File: config.mk
export PLATFORM = sky130hd
export DESIGN_NAME = counter_mmio_reader
export DESIGN_NICKNAME = d
export VERILOG_FILES = /design/src/rtl/counter_mmio_reader_pkg.sv /design/src/rtl/counter_mmio_reader_counter_ext.sv /design/src/rtl/counter_mmio_reader.sv
export SDC_FILE = /design/constraint.sdc
export NUM_CORES = 1
export LEC_CHECK = 0
export ABC_CLOCK_PERIOD_IN_PS = 8800
export BUFFER_PORTS_ARGS = -buffer_cell sky130_fd_sc_hd__buf_2
export CAP_MARGIN = 20
export CORE_UTILIZATION = 50
export DETAILED_ROUTE_END_ITERATION = 7
export GPL_TIMING_DRIVEN = 0
export PLACE_DENSITY_LB_ADDON = 0.25
export SLEW_MARGIN = 30
export SYNTH_ARGS = -nofsm -noshare
export SYNTH_HDL_FRONTEND = slang
export SYNTH_SLANG_ARGS = --single-unit
File: constraint.sdc
create_clock -name clk -period 8.8 [get_ports clk]
set_input_delay 2.2 -clock clk [delete_from_list [all_inputs] [get_ports clk]]
set_output_delay 2.2 -clock clk [all_outputs]
set_load 0.01 [all_outputs]
File: src/rtl/counter_mmio_reader_pkg.sv
// Shared definitions for the performance-counter MMIO reader: window offsets,
// FSM state encoding and the offset decoder.
package counter_mmio_reader_pkg;

  typedef enum logic [0:0] {
    IDLE = 1'b0,
    RESP = 1'b1
  } state_e;

  typedef enum logic [2:0] {
    SEL_CYCLE_LO = 3'd0,
    SEL_CYCLE_HI = 3'd1,
    SEL_INST_LO  = 3'd2,
    SEL_INST_HI  = 3'd3,
    SEL_CTRL     = 3'd4,
    SEL_NONE     = 3'd5
  } sel_e;

  localparam logic [31:0] CYCLE_LO = 32'h0000_0000;
  localparam logic [31:0] CYCLE_HI = 32'h0000_0004;
  localparam logic [31:0] INST_LO  = 32'h0000_0008;
  localparam logic [31:0] INST_HI  = 32'h0000_000C;
  localparam logic [31:0] CTRL     = 32'h0000_0010;

  function automatic sel_e decode_offset(input logic [31:0] word_off);
    sel_e sel;
    case (word_off)
      CYCLE_LO: sel = SEL_CYCLE_LO;
      CYCLE_HI: sel = SEL_CYCLE_HI;
      INST_LO:  sel = SEL_INST_LO;
      INST_HI:  sel = SEL_INST_HI;
      CTRL:     sel = SEL_CTRL;
      default:  sel = SEL_NONE;
    endcase
    return sel;
  endfunction

endpackage

File: src/rtl/counter_mmio_reader_counter_ext.sv
// Extends one free-running counter with a wrap-tracking high word and keeps
// the high-word shadow that a low-word load snapshots.
module counter_ext #(
  parameter int DWIDTH = 32
) (
  input  logic              clk,
  input  logic              rst,
  input  logic [DWIDTH-1:0] i_cnt,
  input  logic              i_clr,
  input  logic              i_snap,
  output logic [DWIDTH-1:0] o_shadow
);

  logic [DWIDTH-1:0] r_prev;
  logic [DWIDTH-1:0] r_hi;
  logic [DWIDTH-1:0] r_shadow;
  logic              r_clr_d;
  logic              w_wrap;

  // The drop to zero right after a clear is not a wrap, so it is masked by r_clr_d.
  assign w_wrap = (i_cnt < r_prev) && !r_clr_d;

  always_ff @(posedge clk or posedge rst) begin
    if (rst) begin
      r_prev  <= '0;
      r_clr_d <= 1'b0;
    end else begin
      r_prev  <= i_cnt;
      r_clr_d <= i_clr;
    end
  end

  always_ff @(posedge clk or posedge rst) begin
    if (rst) begin
      r_hi <= '0;
    end else if (i_clr) begin
      r_hi <= '0;
    end else if (w_wrap) begin
      r_hi <= r_hi + {{(DWIDTH-1){1'b0}}, 1'b1};
    end else begin
      r_hi <= r_hi;
    end
  end

  // Shadow takes the pre-increment high word, matching the pre-wrap low sample.
  always_ff @(posedge clk or posedge rst) begin
    if (rst) begin
      r_shadow <= '0;
    end else if (i_clr) begin
      r_shadow <= '0;
    end else if (i_snap) begin
      r_shadow <= r_hi;
    end else begin
      r_shadow <= r_shadow;
    end
  end

  assign o_shadow = r_shadow;

endmodule

File: src/rtl/counter_mmio_reader.sv
// MMIO read/control port for the cycle and retired-instruction counters:
// request/response FSM, offset decode and the counter clear pulse.
module counter_mmio_reader
  import counter_mmio_reader_pkg::*;
#(
  parameter int DWIDTH = 32,
  parameter int AWIDTH = 5
) (
  input  logic              clk,
  input  logic              rst,
  input  logic [DWIDTH-1:0] cycle_cnt,
  input  logic [DWIDTH-1:0] inst_cnt,
  input  logic              req_valid,
  output logic              req_ready,
  input  logic              req_we,
  input  logic [AWIDTH-1:0] req_addr,
  input  logic [DWIDTH-1:0] req_wdata,
  output logic              resp_valid,
  input  logic              resp_ready,
  output logic [DWIDTH-1:0] resp_rdata,
  output logic              resp_err,
  output logic              counter_clr
);

  state_e            r_state;
  state_e            w_state_next;
  logic [DWIDTH-1:0] r_rdata;
  logic              r_err;
  logic              r_counter_clr;
  logic [31:0]       w_word_off;
  sel_e              w_sel;
  logic              w_accept;
  logic              w_snap_cycle;
  logic              w_snap_inst;
  logic              w_clr_req;
  logic [DWIDTH-1:0] w_rdata;
  logic              w_err;
  logic [DWIDTH-1:0] w_cycle_shadow;
  logic [DWIDTH-1:0] w_inst_shadow;
  logic              w_unused;

  assign w_word_off   = 32'({req_addr[AWIDTH-1:2], 2'b00});
  assign w_sel        = decode_offset(w_word_off);
  assign w_accept     = (r_state == IDLE) && req_valid;
  assign w_snap_cycle = w_accept && !req_we && (w_sel == SEL_CYCLE_LO);
  assign w_snap_inst  = w_accept && !req_we && (w_sel == SEL_INST_LO);
  assign w_clr_req    = w_accept && req_we && (w_sel == SEL_CTRL) && req_wdata[0];
  assign w_unused     = ^{req_addr[1:0], req_wdata[DWIDTH-1:1]};

  counter_ext #(.DWIDTH(DWIDTH)) u_cycle_ext (
    .clk      (clk),
    .rst      (rst),
    .i_cnt    (cycle_cnt),
    .i_clr    (r_counter_clr),
    .i_snap   (w_snap_cycle),
    .o_shadow (w_cycle_shadow)
  );

  counter_ext #(.DWIDTH(DWIDTH)) u_inst_ext (
    .clk      (clk),
    .rst      (rst),
    .i_cnt    (inst_cnt),
    .i_clr    (r_counter_clr),
    .i_snap   (w_snap_inst),
    .o_shadow (w_inst_shadow)
  );

  always_ff @(posedge clk or posedge rst) begin
    if (rst) begin
      r_state <= IDLE;
    end else begin
      r_state <= w_state_next;
    end
  end

  always_comb begin
    w_state_next = r_state;
    case (r_state)
      IDLE:    w_state_next = req_valid ? RESP : IDLE;
      RESP:    w_state_next = resp_ready ? IDLE : RESP;
      default: w_state_next = IDLE;
    endcase
  end

  always_comb begin
    req_ready  = 1'b0;
    resp_valid = 1'b0;
    case (r_state)
      IDLE:    req_ready  = 1'b1;
      RESP:    resp_valid = 1'b1;
      default: req_ready  = 1'b0;
    endcase
  end

  // Stores never return data; any unmapped offset flags an error.
  always_comb begin
    w_rdata = '0;
    w_err   = 1'b0;
    case (w_sel)
      SEL_CYCLE_LO: w_rdata = req_we ? '0 : cycle_cnt;
      SEL_CYCLE_HI: w_rdata = req_we ? '0 : w_cycle_shadow;
      SEL_INST_LO:  w_rdata = req_we ? '0 : inst_cnt;
      SEL_INST_HI:  w_rdata = req_we ? '0 : w_inst_shadow;
      SEL_CTRL:     w_rdata = '0;
      SEL_NONE:     w_err   = 1'b1;
      default:      w_err   = 1'b1;
    endcase
  end

  always_ff @(posedge clk or posedge rst) begin
    if (rst) begin
      r_rdata       <= '0;
      r_err         <= 1'b0;
      r_counter_clr <= 1'b0;
    end else begin
      r_counter_clr <= w_clr_req;
      if (w_accept) begin
        r_rdata <= w_rdata;
        r_err   <= w_err;
      end else begin
        r_rdata <= r_rdata;
        r_err   <= r_err;
      end
    end
  end

  assign resp_rdata  = r_rdata;
  assign resp_err    = r_err;
  assign counter_clr = r_counter_clr;

endmodule

* Yosys cells after proc, flatten, opt, wreduce, memory -nomap -nowiden
Cells that the tools add are included.
** Storage, ports and cells
- Logic and storage cells :: 62
- Input port bits :: 106
- Output and inout bits :: 36
- Flip-flop bits (word level) :: 228
** Cells by class
- $lt $le $gt $ge :: 2
- Equal/unequal tests :: 8
- Reductions and logical operators :: 18
- Mux-type cells :: 20
- Bitwise operators :: 1
- Add/sub/neg operators :: 2
** Operator list (count)
- $mux W32 :: 12
- $pmux W32 S4 :: 1
- $add A32 B1 Y32 const B :: 2
- $lt A32 B32 Y1 :: 2
- $logic_not A32 Y1 :: 1
- $pmux W3 S5 :: 1
- $eq A3 B2 Y1 const B :: 4
- $logic_and A1 B1 Y1 :: 9
- $reduce_bool A2 Y1 :: 4
- $eq A3 B1 Y1 const B :: 2
- $eq A3 B3 Y1 const B :: 2
- $mux W1 :: 5
- $reduce_or A5 Y1 :: 1
- $logic_not A3 Y1 :: 1
- $logic_not A1 Y1 :: 2
- $pmux W1 S2 :: 1
- $not A1 Y1 :: 1

* Depth between registers and ports, before layout
Gate-level depths: netlist of the first run.
- Depth in word-level cells :: 6
- Mapped depth :: 12
- Gate-level depth less buffers :: 10

* By module
Synthesis of the first run repeated with hierarchy kept, for this count alone.
** Second synthesis, totals
- Cell total of the unflattened synthesis :: 1034
- Area total of the unflattened synthesis :: 11357.1 um^2
** By module, submodules not included
- counter_ext at u_inst_ext :: sequential area each 2427.3 um^2, times used 1, cells each 438, area each 4626.9 um^2
- counter_ext at u_cycle_ext :: sequential area each 2427.3 um^2, times used 1, cells each 439, area each 4583.1 um^2
- counter_mmio_reader :: sequential area each 875.8 um^2, times used 1, cells each 157, area each 2147.1 um^2

* Worst setup path after synthesis of the first run
Ideal clock, no wire load.
- Kind :: in2reg
- From :: in cycle_cnt[13]
- To :: reg u_cycle_ext.r_hi[25]
- Path slack :: 4.541 ns
- Buffers on the path :: 1
- Cell stages on the path :: 9
- Data required time :: 8.660 ns
- Arrival :: 4.119 ns
- Cells stage by stage :: ha_1 a21o_1 a21o_1 a211oi_2 a31oi_2 or2_1 buf_2 o311ai_0 o41ai_1
** Between the ends
- Word-level cells in the longest chain between the ends :: 3
** Ends and longest elaborated chain
- from (decl) :: line counter_mmio_reader.sv:11 : input logic [DWIDTH-1:0] cycle_cnt,
- $lt A32 B32 Y1 :: line counter_mmio_reader_counter_ext.sv:21 : assign w_wrap = (i_cnt < r_prev) && !r_clr_d;
- $logic_and A1 B1 Y1 :: line counter_mmio_reader_counter_ext.sv:21
- $reduce_bool A2 Y1 (no source line)
- to (signal assigned) :: line counter_mmio_reader_counter_ext.sv:39 : r_hi <= r_hi + {{(DWIDTH-1){1'b0}}, 1'b1};
- to (signal assigned) :: line counter_mmio_reader_counter_ext.sv:41 : r_hi <= r_hi;
- to (decl) :: line counter_mmio_reader_counter_ext.sv:15 : logic [DWIDTH-1:0] r_hi;
No other way between the ends.
A chain may end at the register's enable or synchronous reset.

* Final worst setup path of the first run
- From :: in cycle_cnt[30]
- To :: reg u_cycle_ext.r_hi[10]
Same word-level chain as after synthesis.

==> results of run 1 <==
-- cells in the final DEF, fill, tap and decap left out, types with 25 or more instances in the layout --
cell,instances
dfrtp_1,228
nand2_1,203
inv_1,74
xor2_1,26
nand3_1,29
ha_1,64
clkbuf_1,58
a22o_1,32
nor2_1,68
a21oi_1,98
o21ai_0,45
buf_2,114
a221oi_1,33
clkbuf_16,25
nand4_1,27
-- Yosys cell counts (4+ instances only) --
library cell | count | area [um^2]
clkbuf_1 | 50 | 187.7
nand2_1 | 203 | 762.0
dfrtp_1 | 228 | 5705
mux2_2 | 4 | 45.04
and4_1 | 5 | 43.79
a22o_1 | 32 | 280.3
and2_1 | 4 | 25.02
nor4_1 | 4 | 25.02
nor3_1 | 11 | 55.05
ha_1 | 64 | 800.8
and3_1 | 22 | 137.6
nand3_1 | 29 | 145.1
xor2_1 | 26 | 227.7
o211ai_1 | 4 | 30.03
nand4_1 | 27 | 168.9
o21a_1 | 9 | 67.56
or3_1 | 6 | 37.54
nor2_1 | 68 | 255.2
buf_2 | 5 | 25.02
a21o_1 | 12 | 90.09
o21ai_0 | 45 | 225.2
a221oi_1 | 33 | 289.0
nor3b_1 | 4 | 30.03
a31o_2 | 4 | 35.03
a21oi_1 | 98 | 490.5
inv_1 | 75 | 281.5
xnor2_1 | 12 | 105.1
nor2b_1 | 7 | 43.79
-- kinds of logic (layout without fill, tap and decap cells) --
logic type      after synthesis  in the layout
compound gates              254            254
mux                           7              7
buf+inv                     133            290
xor+xnor                     38             38
simple gates                411            411
fa+ha+maj                    64             64
flops                       228            228
-- stage by stage --
| stage | utilization (%) | hold WS, ns |
|---|---|---|
| global placement | 55.90 | 0.4598 |
| CTS | 60.31 | 0.4809 |
| global route | 60.31 | 0.5056 |
| finish | 60.31 | 0.4732 |
| detailed placement | 56.26 | 0.4672 |
| floorplan | - | 0.4515 |
-- flip-flops by register name, summed over array words and instances (netlist names), 32 cells and up --
signal and flops:
u_inst_ext.r_hi 32, u_inst_ext.o_shadow 32, u_inst_ext.r_prev 32, resp_rdata 32, u_cycle_ext.r_hi 32, u_cycle_ext.r_prev 32, u_cycle_ext.o_shadow 32
-- power groups by stage --
stage	logic [mW]	clock network [mW]	registers [mW]
after CTS	0.392	1.11	1.32
after global routing	0.447	1.15	1.33
after global placement	0.374	0	1.33
after detailed placement	0.389	0	1.33
after floorplan	0.277	0	1.28
final	0.389	1.09	1.32
-- routing by layer --
metal | vias up | track usage [%] | share of wire (%) | wire length [um]
li1 | 4238 | - | - | -
met1 | 4358 | 37.49 | 47 | 13210
met2 | 226 | 41.15 | 46 | 13180
met3 | 43 | 2.879 | 4.9 | 1380
met4 | 0 | 6.566 | 2.0 | 579
met5 | - | 0 | 0 | 0
-- how the worst max path moves through the flow --
stage | startpoint | end | slack [ns] | depth (start not counted)
finish | cycle_cnt[30] | u_cycle_ext.r_hi[10]$_DFFE_PP0P_ | 4.43 | 10
CTS | cycle_cnt[29] | u_cycle_ext.r_hi[8]$_DFFE_PP0P_ | 4.46 | 10
global placement | rst | u_cycle_ext.r_hi[6]$_DFFE_PP0P_ | -2.17 | 2
global route | cycle_cnt[23] | u_cycle_ext.r_hi[25]$_DFFE_PP0P_ | 4.18 | 11
floorplan | rst | counter_clr$_DFF_PP0_ | 0.35 | 1
detailed placement | cycle_cnt[29] | u_cycle_ext.r_hi[21]$_DFFE_PP0P_ | 3.92 | 10
-- worst max-delay path: stages --
cell      delay, ns
buf_2          0.12
ha_1           0.30
nand4_1        0.12
nor2_1         0.25
o311ai_1       0.20
a31oi_2        0.60
clkbuf_1       0.46
nor4_2         0.15
and3_1         0.21
o21a_1         0.16
-- final cells by class --
class	instances	area [um^2]	area share, %
buffer	57	220.2	1.715
clock buffer	37	710.7	5.536
clock inverter	9	151.4	1.179
inverter	76	292.8	2.280
multi-input combinational	774	4813	37.49
sequential	228	5705	44.44
tap	275	344.1	2.680
timing repair buffer	111	600.6	4.678
==> impl_metrics.tcl, run 1 <==
set metrics [dict create \
    powerDensity_nw_per_um2 218.3 \
    dpl.cell_count 1521 \
    syn_inst 1135 \
    required_ns 9.21 \
    grt_max_degree 95 \
    dr.pass1.iters 5 \
    crit_type "input port to register" \
    cts_sinks 228 \
    synth_compound_area_share_pct 15.06 \
    cts_inserted_buffers 25 \
    cts_resized 0 \
    coreArea_um2 21290 \
    slew_headroom_pct 42.74 \
    crit_fanout 10 \
    die-area_um2 22630 \
    post_cts_buffers 0 \
    cellLeakagePower_nw 6.115 \
    globalRouteOverflowTotal 0 \
    setup_ws_ns 4.428 \
    power_switching_mw 0.7766 \
    wl_per_cell_um 18.09 \
    worstSetupStartpointType "input port" \
    switching_share_pct 27.71 \
    rsz0062_at_grt "no" \
    cts_tree "yes" \
    cts.hold.buffers_added 0 \
    preCtsSetupSlack_ns 3.919 \
    synth-simple-area-share_pct 17.55 \
    clockBufferDepth 3 \
    avgSynthCellArea_um2 9.704 \
    finalSetupViolCount 0 \
    p_int_mw 2.026 \
    cts_max_level 1 \
    ys_async_sr_fraction_pct 100.0 \
    hold_violations 0 \
    drt_iter0_drc 495 \
    gp_congestion 0.8577 \
    synth.net_count 1305 \
    outcome "finished clean" \
    synth_xor_area_share_pct 3.022 \
    clk-insertion-delay-late_ns 0.52 \
    finalNetCount 1443 \
    syn-cell-area_um2 11010 \
    fillers 1809 \
    final_area_um2 12840 \
    synth_edf_count 0 \
    synth-seq-cells 228 \
    diodes 0 \
    io_pins 142 \
    initial_core_util_pct 51.74 \
    hold_path_depth 2 \
    ys_seq_area_share_pct 51.80 \
    holdPathEnd "resp_rdata[25]$_DFFE_PP0P_" \
    wirelength_um 28350 \
    die_h_um 150.4 \
    synth_top_flop_cell "dfrtp_1" \
    cts.clk_slew.worst_paths_ns 0.06 \
    finalCritPeriodShare_pct 49.69 \
    grt_use_total_pct 25.81 \
    grt_pass1_vias 8460 \
    yosys_warnings 0 \
    instances_no_fill 1567 \
    power_frac_clock_pct 39.0 \
    area_delta_synth_final_pct 16.56 \
    drive_gt1_share_pct 13.78 \
    reg2reg_slack_ns 5.89 \
    die_w_um 150.4 \
    fin_tns_setup_ns 0 \
    cts-root-buf "clkbuf_16" \
    synthMuxAreaShare_pct 0.7043 \
    r2r_start "u_cycle_ext.r_prev[30]$_DFF_PP0_" \
    dr_total_vias 8865 \
    antenna_found_initial 0 \
    dp_hpwl_um 21400 \
    io_buffers 108 \
    p_total_mw 2.802 \
    end_kind "register" \
    drc_errors 0 \
    finalCriticalPeriod_ns 4.372 \
    yosys.area_share.adder_pct 7.270 \
    synth_top_family_by_area "simple AND/OR/NAND/NOR gates" \
    hold_class "register to register" \
    vias_per_cell 5.657 \
    crit_arrival_ns 4.78 \
    grt_pass1_wl_um 44970 \
    rr_endpoint "u_cycle_ext.r_hi[10]$_DFFE_PP0P_" \
    core.rowCount 53 \
    finalMaxSlewViolations 0 \
    yosysUniqueCellTypes 58 \
    hold_start "resp_rdata[25]$_DFFE_PP0P_" \
    place_area_um2 11980 \
    skew_ns 0.008645 \
    rr_worst_depth 10 \
    ant_nets 0 \
    maxCapViolCount 0 \
    power_frac_seq_pct 47.1 \
    achievable-frequency_mhz 228.7 \
    peakVddDrop_mv 0.1315 \
    tightest_slew_ns 0.8571 \
    p_comb_share_pct 13.9 \
]
(Power assumes the default switching activity.)
==> run 2: changes to the inputs <==
- ABC_CLOCK_PERIOD_IN_PS: 8800 -> 4250
- clock period: 8.8 -> 4.25 ns (I/O delays scaled with it)
==> run 2 against run 1 <==
Effect of this change: routed wire length rose by 1.9%; non-clock buffer count is 8 higher; power rose by 110%; hold slack worse by 0.011 ns; first-iteration DRC count decreased by 5.7%; clock power up 110%; worst setup slack got worse by 3.4 ns; sequential share of layout area down 0.62 points; register-to-register slack worse by 4.6 ns; final cell count rose by 0.45%; critical path depth up 1; final area grew 1.4%; largest cell class unchanged; largest power group unchanged.
==> impl_metrics.tcl, run 2 (same netlist as run 1, synthesis figures left out) <==
set metrics [dict create \
    outcome "finished clean" \
    clk-insertion-delay-late_ns 0.51 \
    io_buffers 108 \
    finalSetupViolCount 0 \
    holdWs_ns 0.4626 \
    dp_hpwl_um 22110 \
    gp_congestion 0.8853 \
    achievable-frequency_mhz 308.4 \
    peakVddDrop_mv 0.2282 \
    wl_per_cell_um 18.36 \
    drc_errors 0 \
    grt_util_met3_pct 4.091 \
    dr.pass1.iters 5 \
    grt_max_degree 30 \
    drive_gt1_share_pct 14.70 \
    finalCriticalPeriod_ns 3.242 \
    met2_usage_pct 42.17 \
    cts_resized 0 \
    grt_use_met1_pct 37.41 \
    final_util_pct 61.17 \
    cts.clk_slew.worst_paths_ns 0.06 \
    rsz0062_at_grt "no" \
    core.rowCount 53 \
    antenna_found_initial 0 \
    slowest_delay_ns 0.50 \
    hold_violations 0 \
    final_common_cell "dfrtp_1" \
    worstSetupStartpointType "input port" \
    required_ns 4.65 \
    cts-root-buf "clkbuf_16" \
    drt_iter0_drc 467 \
    globalRouteOverflowTotal 0 \
    dr_total_vias 8935 \
    finalCritPeriodShare_pct 76.29 \
    clockBufferDepth 3 \
    end_kind "register" \
    cts_max_level 1 \
    coreArea_um2 21290 \
    worst_path_max_delay_cell "o221ai_2" \
    initial_core_util_pct 51.74 \
    critPathBufInv 3 \
    cp_cell_sequence "buf_2 -> ha_1 -> a21o_1 -> a21o_1 -> a21oi_1 -> o221ai_2 -> clkinv_1 -> and2_1 -> buf_2 -> nand4_1 -> mux2_2" \
    mostFrequentLayoutCells "dfrtp_1, nand2_1, buf_2, a21oi_1, inv_1" \
    crit_type "input port to register" \
    tightest_slew_ns 0.8648 \
    slew_headroom_pct 42.22 \
    cellLeakagePower_nw 6.211 \
    post_cts_buffers 0 \
    crit_arrival_ns 3.64 \
    critPathTopFamily "compound AO/OA/AOI/OAI gates" \
    wirelength_um 28900 \
    cts.hold.buffers_added 0 \
    maxCapViolCount 0 \
    hold_class "input port to asynchronous set/reset pin" \
    grt.busiest_layer "met2" \
    finalMaxSlewViolations 0 \
    cts_sinks 228 \
    vias_per_cell 5.677 \
    crit_fanout 10 \
    skew_ns 0.009422 \
    grt_pass1_wl_um 45950 \
    powerDensity_nw_per_um2 446.8 \
    die_w_um 150.4 \
    cts_inserted_buffers 25 \
    fillers 1798 \
    io_pins 142 \
    diodes 0 \
    die_h_um 150.4 \
    grt_use_total_pct 26.45 \
    ant_nets 0 \
    cts_tree "yes" \
    die-area_um2 22630 \
    grt_pass1_vias 8559 \
    finalNetCount 1451 \
    area_delta_synth_final_pct 18.22 \
]
run 2: cell count changes in the layout (fill, tap and decap cells not counted):
| cell | previous run | this run |
|---|---|---|
| clkbuf_1 | 58 | 52 |
| buf_12 | 0 | 5 |
| clkinv_2 | 3 | 7 |
| buf_16 | 2 | 5 |
| clkbuf_8 | 4 | 7 |
| bufinv_16 | 4 | 3 |
| inv_6 | 1 | 0 |
run 2: path summary, 6_finish.rpt:
path	startpoint	endpoint	slack (ns)	depth (start not counted)
setup / recovery	inst_cnt[25]	u_inst_ext.r_hi[14]$_DFFE_PP0P_	1.01	11
hold / removal	rst	u_inst_ext.r_prev[24]$_DFF_PP0_	0.46	2
setup reg to reg	u_inst_ext.r_prev[25]$_DFF_PP0_	u_inst_ext.r_hi[14]$_DFFE_PP0P_	1.34	11
hold reg to reg	resp_rdata[5]$_DFFE_PP0P_	resp_rdata[5]$_DFFE_PP0P_	0.48	2
max in group asynchronous	rst	u_inst_ext.r_hi[8]$_DFFE_PP0P_	2.80	6
min in group clk	resp_rdata[5]$_DFFE_PP0P_	resp_rdata[5]$_DFFE_PP0P_	0.48	2
run 2: through the flow:
step	cells	area [um^2]	TNS, ns	total power, mW	setup WS, ns
4_1_cts	1574	13020	0	5.841	1.034
6_report	1574	13020	0	5.818	1.008
2_1_floorplan	1135	11020	0	3.232	0.2075
5_1_grt	1574	13020	0	6.080	0.8741
3_3_place_gp	1518	11900	-264.56	3.520	-1.176
3_5_place_dp	1529	12160	0	3.582	0.4834
run 2: power by group:
part	total, mW	switching (mW)	internal (mW)
sequential	2.72	0.280	2.45
combinational	0.833	0.467	0.366
clock	2.26	0.877	1.38
run 2: cell type report:
class | count | area (um^2) | area share (%)
buffer | 57 | 220.2 | 1.691
clock buffer | 34 | 729.5 | 5.602
clock inverter | 11 | 136.4 | 1.047
inverter | 76 | 289.0 | 2.220
multi-input combinational | 774 | 4813 | 36.97
sequential | 228 | 5705 | 43.82
tap | 275 | 344.1 | 2.642
timing repair buffer | 119 | 783.3 | 6.015
run 2: routing by layer:
metal	vias to the layer above	wire, um
met3	48	1753
met2	262	13570
met4	0	632
li1	4245	-
met1	4380	12940
met5	-	0
run 2: worst register-to-register path, cell delays in order, from the launching register on:
cell,delay (ns)
dfrtp_1,0.32
inv_1,0.04
ha_1,0.28
a21o_1,0.11
a21o_1,0.11
a21oi_1,0.09
o221ai_2,0.50
clkinv_1,0.46
and2_1,0.29
buf_2,0.16
nand4_1,0.11
mux2_2,0.34
